==> config.mk <==
export PLATFORM = sky130hd
export DESIGN_NAME = audio_volume_div
export DESIGN_NICKNAME = d
export VERILOG_FILES = /design/src/rtl/audio_volume_div.sv
export SDC_FILE = /design/constraint.sdc
export NUM_CORES = 1
export LEC_CHECK = 0
export CAP_MARGIN = 20
export CORE_MARGIN = 2
export CORE_UTILIZATION = 50
export CTS_CLUSTER_SIZE = 10
export DETAILED_ROUTE_END_ITERATION = 6
export PLACE_DENSITY = 0.73
export SLEW_MARGIN = 20
export SYNTH_ARGS = -nofsm -noshare
export SYNTH_HDL_FRONTEND = slang
export SYNTH_SLANG_ARGS = --single-unit
==> constraint.sdc <==
create_clock -name sys_clk -period 11.2 [get_ports sys_clk]
set_input_delay 1.68 -clock sys_clk [delete_from_list [all_inputs] [get_ports sys_clk]]
set_output_delay 1.68 -clock sys_clk [all_outputs]
set_load 0.02 [all_outputs]
==> src/rtl/audio_volume_div.sv <==
// audio_volume_div: stereo attenuator that divides each accepted sample by
// (2^ATT_W - att). One serial restoring divider is shared: the left channel
// is divided first, then the right. Both results are published together,
// together with a one-cycle out_valid pulse.
// Optional build macro: AUDIO_VOLUME_ZERO_CROSS_EN. When it is defined, a
// channel's new attenuation code is only applied on a zero crossing of that
// channel, so volume changes do not click.
module audio_volume_div #(
  parameter int WIDTH = 24,
  parameter int ATT_W = 4
) (
  input  logic                    sys_clk,
  input  logic                    reset,
  input  logic signed [WIDTH-1:0] in_left,
  input  logic signed [WIDTH-1:0] in_right,
  input  logic [ATT_W-1:0]        att_left,
  input  logic [ATT_W-1:0]        att_right,
  input  logic                    in_valid,
  output logic                    in_ready,
  output logic signed [WIDTH-1:0] data_left,
  output logic signed [WIDTH-1:0] data_right,
  output logic                    out_valid
);

  localparam int CNT_W  = $clog2(WIDTH + 1);
  localparam int DIVR_W = ATT_W + 1;          // divisor reaches 2^ATT_W

  typedef enum logic [1:0] {IDLE, DIV_L, DIV_R, DONE} state_t;

  state_t              state_reg;
  logic [WIDTH-1:0]    dvd_reg;               // dividend, becomes the quotient
  logic [DIVR_W-1:0]   rem_reg;
  logic [CNT_W-1:0]    cnt_reg;
  logic [WIDTH-1:0]    mag_right_reg;         // right magnitude waits here
  logic [WIDTH-1:0]    quo_left_reg;          // signed left result
  logic                neg_reg [2];           // sign of last accepted sample
  logic [ATT_W-1:0]    act_reg [2];           // active attenuation codes

  // Per-channel views of the inputs (index 0 = left, 1 = right)
  logic [WIDTH-1:0]    smp_in  [2];
  logic [ATT_W-1:0]    att_in  [2];
  logic [WIDTH-1:0]    mag_in  [2];
  logic [ATT_W-1:0]    act_next [2];

  assign smp_in[0] = in_left;
  assign smp_in[1] = in_right;
  assign att_in[0] = att_left;
  assign att_in[1] = att_right;

  // Magnitude and next active code, per channel
  generate
    for (genvar gi = 0; gi < 2; gi++) begin : g_chan
      // |x| fits WIDTH unsigned bits, including the most negative value
      assign mag_in[gi] = smp_in[gi][WIDTH-1] ? (~smp_in[gi] + WIDTH'(1))
                                               : smp_in[gi];
`ifdef AUDIO_VOLUME_ZERO_CROSS_EN
      // The pending code is the one being captured; it replaces the active
      // code only on a zero sample or a sign change versus the last sample.
      logic zero_cross;
      assign zero_cross = (smp_in[gi] == '0) ||
                          (smp_in[gi][WIDTH-1] != neg_reg[gi]);
      assign act_next[gi] = zero_cross ? att_in[gi] : act_reg[gi];
`else
      assign act_next[gi] = att_in[gi];
`endif
    end
  endgenerate

  // One restoring-division step on the current channel
  logic [DIVR_W-1:0] divisor;
  logic [DIVR_W:0]   shifted;
  logic [DIVR_W:0]   trial;
  logic              qbit;
  logic [DIVR_W-1:0] rem_next;
  logic [WIDTH-1:0]  quo_next;
  logic              last_iter;

  always_comb begin
    divisor = '0;
    if (state_reg == DIV_R)
      divisor = {1'b1, {ATT_W{1'b0}}} - {1'b0, act_reg[1]};
    else
      divisor = {1'b1, {ATT_W{1'b0}}} - {1'b0, act_reg[0]};
    shifted   = {rem_reg, dvd_reg[WIDTH-1]};
    trial     = shifted - {1'b0, divisor};
    qbit      = ~trial[DIVR_W];
    // A remainder below the divisor always fits DIVR_W bits
    rem_next  = qbit ? trial[DIVR_W-1:0] : shifted[DIVR_W-1:0];
    quo_next  = {dvd_reg[WIDTH-2:0], qbit};
    last_iter = (cnt_reg == CNT_W'(WIDTH - 1));
  end

  // Handshake, sequencing of the shared divider and output registers
  always_ff @(posedge sys_clk or posedge reset) begin
    if (reset) begin
      state_reg     <= IDLE;
      dvd_reg       <= '0;
      rem_reg       <= '0;
      cnt_reg       <= '0;
      mag_right_reg <= '0;
      quo_left_reg  <= '0;
      neg_reg[0]    <= 1'b0;
      neg_reg[1]    <= 1'b0;
      act_reg[0]    <= '0;
      act_reg[1]    <= '0;
      in_ready      <= 1'b1;
      out_valid     <= 1'b0;
      data_left     <= '0;
      data_right    <= '0;
    end else begin
      out_valid <= 1'b0;
      case (state_reg)
        IDLE: begin
          if (in_valid && in_ready) begin
            neg_reg[0]    <= in_left[WIDTH-1];
            neg_reg[1]    <= in_right[WIDTH-1];
            act_reg[0]    <= act_next[0];
            act_reg[1]    <= act_next[1];
            dvd_reg       <= mag_in[0];
            mag_right_reg <= mag_in[1];
            rem_reg       <= '0;
            cnt_reg       <= '0;
            in_ready      <= 1'b0;
            state_reg     <= DIV_L;
          end
        end
        DIV_L: begin
          if (last_iter) begin
            quo_left_reg <= neg_reg[0] ? -quo_next : quo_next;
            dvd_reg      <= mag_right_reg;
            rem_reg      <= '0;
            cnt_reg      <= '0;
            state_reg    <= DIV_R;
          end else begin
            dvd_reg <= quo_next;
            rem_reg <= rem_next;
            cnt_reg <= cnt_reg + CNT_W'(1);
          end
        end
        DIV_R: begin
          dvd_reg <= quo_next;
          rem_reg <= rem_next;
          cnt_reg <= cnt_reg + CNT_W'(1);
          if (last_iter)
            state_reg <= DONE;
        end
        DONE: begin
          // dvd_reg now holds the unsigned right quotient
          data_left  <= quo_left_reg;
          data_right <= neg_reg[1] ? -dvd_reg : dvd_reg;
          out_valid  <= 1'b1;
          in_ready   <= 1'b1;
          state_reg  <= IDLE;
        end
        default: state_reg <= IDLE;
      endcase
    end
  end

endmodule

==> flow_metrics.tcl <==
set metrics [dict create \
    status "completed" \
    multi_input_area_mm2 0.00446 \
    fmax_mhz 243 \
    tns_ns 0 \
    die_h_um 134 \
    hpwl_um 14600 \
    grt_usage_pct 24.3 \
    rsz0062_at_grt "no" \
    cts_setup_buffers 0 \
    crit_top_cell "ha_1" \
    synth_cells 900 \
    avgSynthCellArea_um2 9.32 \
    n_fill_cell 1446 \
    crit_family "adder cells" \
    via_per_inst 5.90 \
    slew_viol_final 0 \
    synth_top_area_share_pct 42.6 \
    timing.final.crit_share_pct 36.8 \
    hp-class "reg -> reg" \
    nets 1042 \
    layout.area.seq_mm2 0.00361 \
    skew_ns 0.00912 \
    cts-resized-gates 0 \
    cts-root-buf "clkbuf_16" \
    finalHoldViolCount 0 \
    cts_tree "yes" \
    syn-cell-area_mm2 0.00839 \
    ir_worst_vdd_mv 0.105 \
    antenna_found_initial 0 \
    synthArstFlopShare_pct 100 \
    power_per_cell_area_mw_per_mm2 121 \
    clk_latency_ns 0.42 \
    grt_pass1_wl_um 34500 \
    fin_crit_ns 4.12 \
    fin_hold_ws_ns 0.476 \
    grt_pass1_vias 6627 \
    ys_warn_count 0 \
    synth.ff_latch_count 144 \
    crit_path_cell_trace "inv_1 -> ha_1 -> mux2i_1 -> ha_1 -> nand3_1 -> ha_1 -> nor2b_1 -> a221oi_1 -> o211ai_1 -> inv_1 -> ha_1 -> nand4_1 -> o41ai_1 -> xor2_1 -> o21ai_0" \
    die-area_mm2 0.0178 \
    cts_sinks 144 \
    max_slew_margin_pct 41.6 \
    synth_ff_type "dfrtp_1" \
    synth_nets 976 \
    core_mm2 0.0165 \
    yosysUniqueCellTypes 65 \
    vias 7072 \
    cp-start-kind "flip-flop" \
    first_pass_iters 5 \
    pin_count 109 \
    synth_seq_area_share_pct 43.0 \
    cts_buffer_depth 2 \
    synth_edf_count 0 \
    drive_gt1_share_pct 9.61 \
    grt_max_degree 93 \
    grt_overflow 0 \
    cts_inserted_buffers 17 \
    cp_max_fo 9 \
    worst_slew_pin_slew_ns 0.868 \
    crit_buf_inv 2 \
    path_clk_slew_ns 0.06 \
    p_leak_nw 4.28 \
    gp_congestion 0.868 \
    post-place-cells 1167 \
    cp_slowest_cell "ha_1" \
    hold_buffers 0 \
    drv_cap 0 \
    drc 0 \
    instances_no_fill 1198 \
    finish.utilization_pct 62.0 \
    crit_type "reg -> reg" \
    die_width_um 134 \
    detail_route.wirelength_um 20900 \
    io_buffers 108 \
    area_growth_pct 21.6 \
    critPathMaxStageDelay_ns 0.48 \
    critPathArrivalTime_ns 4.40 \
    required_ns 11.48 \
    layout_commonest_cell "dfrtp_1" \
    ant_nets 0 \
    row_count 47 \
    finalSetupViolCount 0 \
    final_cell_mix "dfrtp_1 (142), nand2_1 (117), clkdlybuf4s50_1 (108), o21ai_0 (78), xor2_1 (54)" \
    wl_per_cell_um 17.4 \
    start_util_pct 51.0 \
    drtIter0Drc 531 \
    cts_max_level 4 \
    yosysTopAreaCell "dfrtp_1" \
    antenna_cells 0 \
    synth_area_leaders "dfrtp_1 (43%), xor2_1 (5.6%), nand2_1 (5.2%), o21ai_0 (4.7%), mux2_2 (4.4%)" \
    end_kind "flip-flop" \
]
==> metal layers <==
layer  wire length [um]  global-route usage [%]
met2               9360                    36.5
met1               9730                    35.2
met4                452                    9.28
met3               1310                    4.07
met5                  0                       0
==> tightest hold or removal path: cells and delay by family (launching register included) <==
kind,cells,cell delay [ns]
flops,1,0.34
compound gates,1,0.06
simple gates,1,0.05
==> layout make-up <==
type	instances	area share [%]
clock buffer	20	4.47
multi-input combinational	666	43.7
sequential	144	35.3
inverter	21	0.821
tap	220	2.70
timing repair buffer	116	11.2
clock inverter	11	1.83
==> path summary, 6_finish.rpt <==
path / from / to / slack [ns] / depth (start not counted)
max: state_reg[0]$_DFFE_PP0P_ / quo_left_reg[20]$_DFFE_PP0P_ / 7.08 / 15
min: quo_left_reg[10]$_DFFE_PP0P_ / quo_left_reg[10]$_DFFE_PP0P_ / 0.48 / 2
max reg2reg: state_reg[0]$_DFFE_PP0P_ / quo_left_reg[20]$_DFFE_PP0P_ / 7.08 / 15
min reg2reg: quo_left_reg[10]$_DFFE_PP0P_ / quo_left_reg[10]$_DFFE_PP0P_ / 0.48 / 2
max in group asynchronous: reset / quo_left_reg[22]$_DFFE_PP0P_ / 8.26 / 3
min in group asynchronous: reset / data_left[17]$_DFFE_PP0P_ / 1.76 / 2
==> power breakdown <==
group / internal [mW] / switching, mW
Combinational: 0.0383 / 0.0489
Sequential: 0.522 / 0.00000650
Clock: 0.404 / 0.218
Total: 0.965 / 0.266
==> synth_stat cells, drive strengths merged (12+ instances only) <==
cell type / n
mux2: 33
o41ai: 13
xnor2: 19
buf: 14
nor4: 17
nor3b: 21
or3: 13
nand2: 117
nand3: 24
o31ai: 25
o21ai: 78
xor2: 54
inv: 21
nor3: 12
mux2i: 23
dfrtp: 143
nor2: 46
clkbuf: 55
ha: 16
a221oi: 21
a21oi: 30
==> cell families after synthesis <==
family,Yosys count,share of synthesized area (%)
muxes,56,7.17
DFF,144,43.0
xor gates and xnor gates,73,7.62
buffers and inverters,90,4.09
and+or+nand+nor,298,17.8
adders and majority gates,17,2.62
AOI/OAI and AO/OA,222,17.7
==> metrics by stage <==
step | instance area [um2] | power (mW) | setup WS (ns)
3_5_place_dp | 9560 | 0.619 | 7.03
3_3_place_gp | 9560 | 0.618 | 7.04
4_1_cts | 10200 | 1.24 | 7.10
6_report | 10200 | 1.23 | 7.08
2_1_floorplan | 8390 | 0.579 | 5.66
5_1_grt | 10200 | 1.27 | 6.71
Note: power is estimated with default switching activity, not from simulation.
